<file path="config.mk">
export PLATFORM = sky130hd
export DESIGN_NAME = lpm_result_queue_flat
export DESIGN_NICKNAME = d
export VERILOG_FILES = /design/src/rtl/lpm_result_queue_if.sv /design/src/rtl/lpm_result_queue.sv /design/src/flat_wrapper.sv
export SDC_FILE = /design/constraint.sdc
export NUM_CORES = 1
export LEC_CHECK = 0
export ABC_AREA = 1
export BUFFER_PORTS_ARGS = -buffer_cell sky130_fd_sc_hd__buf_2
export CAP_MARGIN = 20
export CORE_UTILIZATION = 53
export CTS_CLUSTER_DIAMETER = 40
export CTS_CLUSTER_SIZE = 8
export DETAILED_ROUTE_END_ITERATION = 6
export PLACE_DENSITY_LB_ADDON = 0.2
export SYNTH_ARGS = -nofsm -noshare
export SYNTH_HDL_FRONTEND = slang
export SYNTH_SLANG_ARGS = --single-unit
</file>
<file path="constraint.sdc">
create_clock -name CLK -period 3 [get_ports CLK]
set_input_delay 0.45 -clock CLK [delete_from_list [all_inputs] [get_ports CLK]]
set_output_delay 0.45 -clock CLK [all_outputs]
set_load 0.02 [all_outputs]
</file>
<file path="src/rtl/lpm_result_queue_if.sv">
// Handshake and status bundle between the LPM wrapper indication port, the result queue
// and the host portal.
interface lpm_result_queue_if #(
  parameter int unsigned WIDTH = 32,
  parameter int unsigned DEPTH = 8
);
  localparam int unsigned CW = $clog2(DEPTH) + 1;

  logic             in__ENA;
  logic [WIDTH-1:0] in_data;
  logic             in__RDY;
  logic             out__ENA;
  logic [WIDTH-1:0] out_data;
  logic             out__RDY;
  logic             flush__ENA;
  logic             flush__RDY;
  logic [CW-1:0]    count;
  logic             hiwater;
  logic [31:0]      total;
  logic             proto_err;

  modport master (
    output in__ENA, in_data, out__ENA, flush__ENA,
    input  in__RDY, out_data, out__RDY, flush__RDY, count, hiwater, total, proto_err
  );

  modport slave (
    input  in__ENA, in_data, out__ENA, flush__ENA,
    output in__RDY, out_data, out__RDY, flush__RDY, count, hiwater, total, proto_err
  );
endinterface

</file>
<file path="src/rtl/lpm_result_queue.sv">
// Result FIFO between the LPM wrapper and the host portal, with occupancy, high-water,
// running result count and sticky protocol-error status.
module lpm_result_queue #(
  parameter int unsigned WIDTH   = 32,
  parameter int unsigned DEPTH   = 8,
  parameter int unsigned HIWATER = 6
) (
  input  logic                 CLK,
  input  logic                 nRST,
  lpm_result_queue_if.slave    bus
);
  localparam int unsigned AW = $clog2(DEPTH);
  localparam int unsigned CW = AW + 1;

  logic [WIDTH-1:0] r_mem [DEPTH];
  logic [AW-1:0]    r_rd_ptr;
  logic [AW-1:0]    r_wr_ptr;
  logic [CW-1:0]    r_count;
  logic [31:0]      r_total;
  logic             r_proto_err;
  logic             r_hiwater;

  logic             w_in_rdy;
  logic             w_out_rdy;
  logic             w_enq;
  logic             w_deq;
  logic             w_err;
  logic [CW-1:0]    w_count_d;

  // Ready flags come only from registered occupancy, so ENA never loops back into RDY.
  assign w_in_rdy  = (r_count != CW'(DEPTH));
  assign w_out_rdy = (r_count != '0);
  assign w_enq     = bus.in__ENA & w_in_rdy;
  assign w_deq     = bus.out__ENA & w_out_rdy;
  assign w_err     = (bus.in__ENA & ~w_in_rdy) | (bus.out__ENA & ~w_out_rdy);

  always_comb begin
    w_count_d = r_count;
    if (bus.flush__ENA) begin
      w_count_d = '0;
    end else begin
      w_count_d = r_count + CW'(w_enq) - CW'(w_deq);
    end
  end

  always_ff @(posedge CLK or negedge nRST) begin
    if (!nRST) begin
      r_rd_ptr    <= '0;
      r_wr_ptr    <= '0;
      r_count     <= '0;
      r_total     <= '0;
      r_proto_err <= 1'b0;
      r_hiwater   <= 1'b0;
    end else begin
      r_count   <= w_count_d;
      r_hiwater <= (w_count_d >= CW'(HIWATER));
      if (w_err) begin
        r_proto_err <= 1'b1;
      end
      if (bus.flush__ENA) begin
        r_rd_ptr <= '0;
        r_wr_ptr <= '0;
      end else begin
        if (w_enq) begin
          r_wr_ptr <= r_wr_ptr + AW'(1);
          r_total  <= r_total + 32'd1;
        end
        if (w_deq) begin
          r_rd_ptr <= r_rd_ptr + AW'(1);
        end
      end
    end
  end

  // Storage is intentionally left out of reset.
  always_ff @(posedge CLK) begin
    if (w_enq && !bus.flush__ENA) begin
      r_mem[r_wr_ptr] <= bus.in_data;
    end
  end

  assign bus.in__RDY    = w_in_rdy;
  assign bus.out__RDY   = w_out_rdy;
  assign bus.out_data   = w_out_rdy ? r_mem[r_rd_ptr] : '0;
  assign bus.flush__RDY = 1'b1;
  assign bus.count      = r_count;
  assign bus.hiwater    = r_hiwater;
  assign bus.total      = r_total;
  assign bus.proto_err  = r_proto_err;
endmodule

</file>
<file path="src/flat_wrapper.sv">
// flat-port wrapper written by rule: the top's interface ports become plain ports
module lpm_result_queue_flat 
#(
  parameter int unsigned WIDTH   = 32,
  parameter int unsigned DEPTH   = 8,
  parameter int unsigned HIWATER = 6
)
  (CLK, nRST, bus_in__ENA, bus_in_data, bus_out__ENA, bus_flush__ENA, bus_in__RDY, bus_out_data, bus_out__RDY, bus_flush__RDY, bus_count, bus_hiwater, bus_total, bus_proto_err);
  lpm_result_queue_if #(.WIDTH(WIDTH), .DEPTH(DEPTH)) bus_i ();
  input  logic CLK;
  input  logic nRST;
  input wire logic [$bits(bus_i.in__ENA)-1:0] bus_in__ENA;
  input wire logic [$bits(bus_i.in_data)-1:0] bus_in_data;
  input wire logic [$bits(bus_i.out__ENA)-1:0] bus_out__ENA;
  input wire logic [$bits(bus_i.flush__ENA)-1:0] bus_flush__ENA;
  output wire logic [$bits(bus_i.in__RDY)-1:0] bus_in__RDY;
  output wire logic [$bits(bus_i.out_data)-1:0] bus_out_data;
  output wire logic [$bits(bus_i.out__RDY)-1:0] bus_out__RDY;
  output wire logic [$bits(bus_i.flush__RDY)-1:0] bus_flush__RDY;
  output wire logic [$bits(bus_i.count)-1:0] bus_count;
  output wire logic [$bits(bus_i.hiwater)-1:0] bus_hiwater;
  output wire logic [$bits(bus_i.total)-1:0] bus_total;
  output wire logic [$bits(bus_i.proto_err)-1:0] bus_proto_err;
  assign bus_i.in__ENA = bus_in__ENA;
  assign bus_i.in_data = bus_in_data;
  assign bus_i.out__ENA = bus_out__ENA;
  assign bus_i.flush__ENA = bus_flush__ENA;
  assign bus_in__RDY = bus_i.in__RDY;
  assign bus_out_data = bus_i.out_data;
  assign bus_out__RDY = bus_i.out__RDY;
  assign bus_flush__RDY = bus_i.flush__RDY;
  assign bus_count = bus_i.count;
  assign bus_hiwater = bus_i.hiwater;
  assign bus_total = bus_i.total;
  assign bus_proto_err = bus_i.proto_err;
  lpm_result_queue #(.WIDTH(WIDTH), .DEPTH(DEPTH), .HIWATER(HIWATER)) u_core (.CLK(CLK), .nRST(nRST), .bus(bus_i));
endmodule
</file>
==> results.toml <==
[drt]
antenna_left = 0
wl_per_cell_um = 17.52
drt-vias-per-instance = 5.419
drt_iter0_drc = 657
drt_pass1_iterations = 5
totalWireLength_um = 28280
dr_total_vias = 8746
drc = 0

[worst_setup_path]
r2r_setup_slack_ns = 0.53
crit_buf_inv = 3
crit_path_end = "bus_out_data[22]"
cp_max_fo = 37
timing.rr.end = "u_core.r_mem[2][6]"
cp-start-kind = "flip-flop"
critPathTopFamily = "buffers and inverters"
end_kind = "primary output"
ff2ff_path_depth = 8
worstReg2RegStart = "u_core.bus.count[2]"
slowest_delay_ns = 0.50
path_cells = "inv_4 > buf_4 > nor2_1 > o211ai_1 > nand2_1 > nor2_1 > buf_2"
arrival_ns = 2.40
worst-setup-path-type = "reg -> out"
path_common_cell = "nor2_1"
cp_num_cells = 7
crit_path_start = "u_core.r_rd_ptr[0]"
critPathRequiredTime_ns = 2.55
slowest_stage = "dfrtp_4"

[cts]
post-cts-setup-buffers = 0
cts-htree-levels = 2
clkTransAtPathRegs_ns = 0.05
cts_tree = "done"
cts_root_buffer = "clkbuf_16"
cts_sinks = 300
insertion_delay_ns = 0.53
cts_buffers = 46
clockBufferDepth = 3

[synthesis]
yosys-top-cells-count = "nor2_1 (278), edfxtp_1 (256), nand2_1 (159)"
synth.most_common_cell = "nor2_1"
yosysTopAreaCell = "edfxtp_1"
netlist.area_leader.share_pct = 60.15
ys_warn_count = 0
syn-num-nets = 1177
synth_ff_type = "edfxtp_1"
syn_area_per_cell_um2 = 11.31
synth.distinct_cells = 36
synthArstFlopShare_pct = 14.67
synth_edf_count = 256
seq_area_frac_synth_pct = 68.77
synth_area_leaders = "edfxtp_1 (60%), dfrtp_1 (8.6%), nor2_1 (8.2%)"
syn_inst = 1130
synth-seq-cells = 300
syn_area_mm2 = 0.01278

[timing]
holdWs_ns = 0.1773
maxSlewViolCount = 0
relSlewSlack_pct = 49.07
setup_viol = 0
finClkSkew_ns = 0.01433
tightestPinTransition_ns = 0.7640
period_needed_ns = 2.846
rsz0062_at_grt = "true"
tns_ns = 0
fmax_mhz = 351.3
final_hold_viol_count = 0
post-route-period-util_pct = 94.87

[min_path]
min_from = "bus_in_data[1]"
hp-class = "in -> reg"

[floorplanning]
die-width_um = 157.3
die_area_mm2 = 0.02474
ios = 110
rows = 56
initial_utilization_pct = 54.28
die_h_um = 157.3
core-area_mm2 = 0.02354

[global_route]
globalRouteMet1Util_pct = 31.74
grt-ovfl-total = 0
busiest_layer = "met2"
grt_usage_pct = 23.52
antenna_found_initial = 2
met2_usage_pct = 38.47
grt_first_pass_wirelength_um = 44040
grt_max_degree = 130
use_met3_pct = 4.240
grt_pass1_vias = 8434

[placed_design]
gp_congestion = 0.9059
dp_hpwl_um = 16410
port-buffer-count = 108

[flow_run]
max_cap_viol_count = 0

[layout]
fin_nets = 1310
layout-drive-gt1-share_pct = 18.01
area_growth_syn_to_layout_pct = 18.61

[run_status]
status = "complete, no violations"

[power_and_ir_drop]
vdd_ir_drop_max_v = 0.0006315
clkPwrFrac_pct = 36.8
p_sw_share_pct = 32.06
p_seq_share_pct = 37.8
p_per_area_mw_per_mm2 = 851.1
power_switching_mw = 4.136
power.internal_mw = 8.765
p_leak_nw = 5.837
comb_power_share_pct = 25.3
==> layout make-up <==
class / count / area, um2
Antenna cell: 1 / 2.502
Clock buffer: 72 / 1290
Clock inverter: 7 / 82.58
Fill cell: 1829 / 8384
Inverter: 49 / 186.4
Multi-Input combinational cell: 726 / 3545
Sequential cell: 300 / 8795
Tap cell: 319 / 399.1
Timing Repair Buffer: 140 / 858.3
==> power by group through the flow <==
stage               Sequential (mW)  Combinational, mW  Clock [mW]
floorplan                      4.98               2.19           0
global placement               4.94               3.21           0
detailed placement             4.95               3.27           0
CTS                            4.87               3.30        4.82
global route                   4.89               3.63        5.00
finish                         4.88               3.27        4.75
==> kinds of logic (layout without fill, tap and decap cells) <==
group	after synthesis	after routing	synth area share (%)
flops	300	300	68.77
buf+inv	104	268	3.965
compound gates	206	206	9.056
fa+ha+maj	10	10	1.038
xor+xnor	15	15	1.028
other cells	1	2	0.02934
simple gates	494	494	16.12
==> timing repair <==
action,4_1_cts,5_1_grt
hold buffers,1,0
endpoints found under the hold margin,21,0
setup endpoints to repair,0,18
gates resized for setup,0,1
==> per-stage QoR <==
stage | instances | util, % | setup slack [ns] | cell area, um2 | total power, mW
floorplan | 1130 | - | 0.02561 | 12780 | 7.175
global route | 1613 | 64.38 | -0.001972 | 15160 | 13.53
CTS | 1613 | 64.37 | 0.01655 | 15150 | 13.00
finish | 1614 | 64.39 | 0.1538 | 15160 | 12.90
global placement | 1533 | 58.50 | 0.6171 | 13770 | 8.157
detailed placement | 1533 | 58.50 | 0.5706 | 13770 | 8.220
==> registers in the layout (all words and copies together) (netlist names) <==
name	cells
u_core.r_mem	256
u_core.bus.total	32
u_core.bus.count	4
u_core.r_rd_ptr	3
u_core.r_wr_ptr	3
u_core.bus.hiwater	1
u_core.bus.proto_err	1
==> per-layer routing <==
layer	part of all wire, %	wire [um]	vias up
met5	0.028	8	-
met4	1.9	536	2
met3	5.8	1638	47
met2	47	13400	275
met1	45	12700	4219
li1	-	-	4203
==> worst min path at each step <==
| stage | end | cells past startpoint |
|---|---|---|
| 3_3_place_gp | u_core.bus.proto_err | 1 |
| 2_1_floorplan | u_core.bus.count[0] | 0 |
| 3_5_place_dp | u_core.bus.proto_err | 1 |
| 5_1_grt | u_core.r_mem[3][0] | 1 |
| 4_1_cts | u_core.r_mem[3][31] | 1 |
| 6_report | u_core.r_mem[4][1] | 1 |
==> placed cells by master, fill, tap and decap left out, types with 4 or more instances in the layout <==
cell type	count
xor2_1	12
nor2_2	5
clkbuf_16	47
ha_1	9
nand3_1	14
o22ai_1	32
o21ai_1	4
buf_12	6
inv_1	46
nand2_1	159
o21ai_0	132
buf_2	108
nor3_4	4
edfxtp_1	256
nor2_4	12
buf_4	25
nor2_1	270
o211ai_1	32
dfrtp_1	41
nand2_2	8
nand3b_1	6
clkbuf_1	23
nand4_1	12
Note: power is estimated with default switching activity, not from simulation.
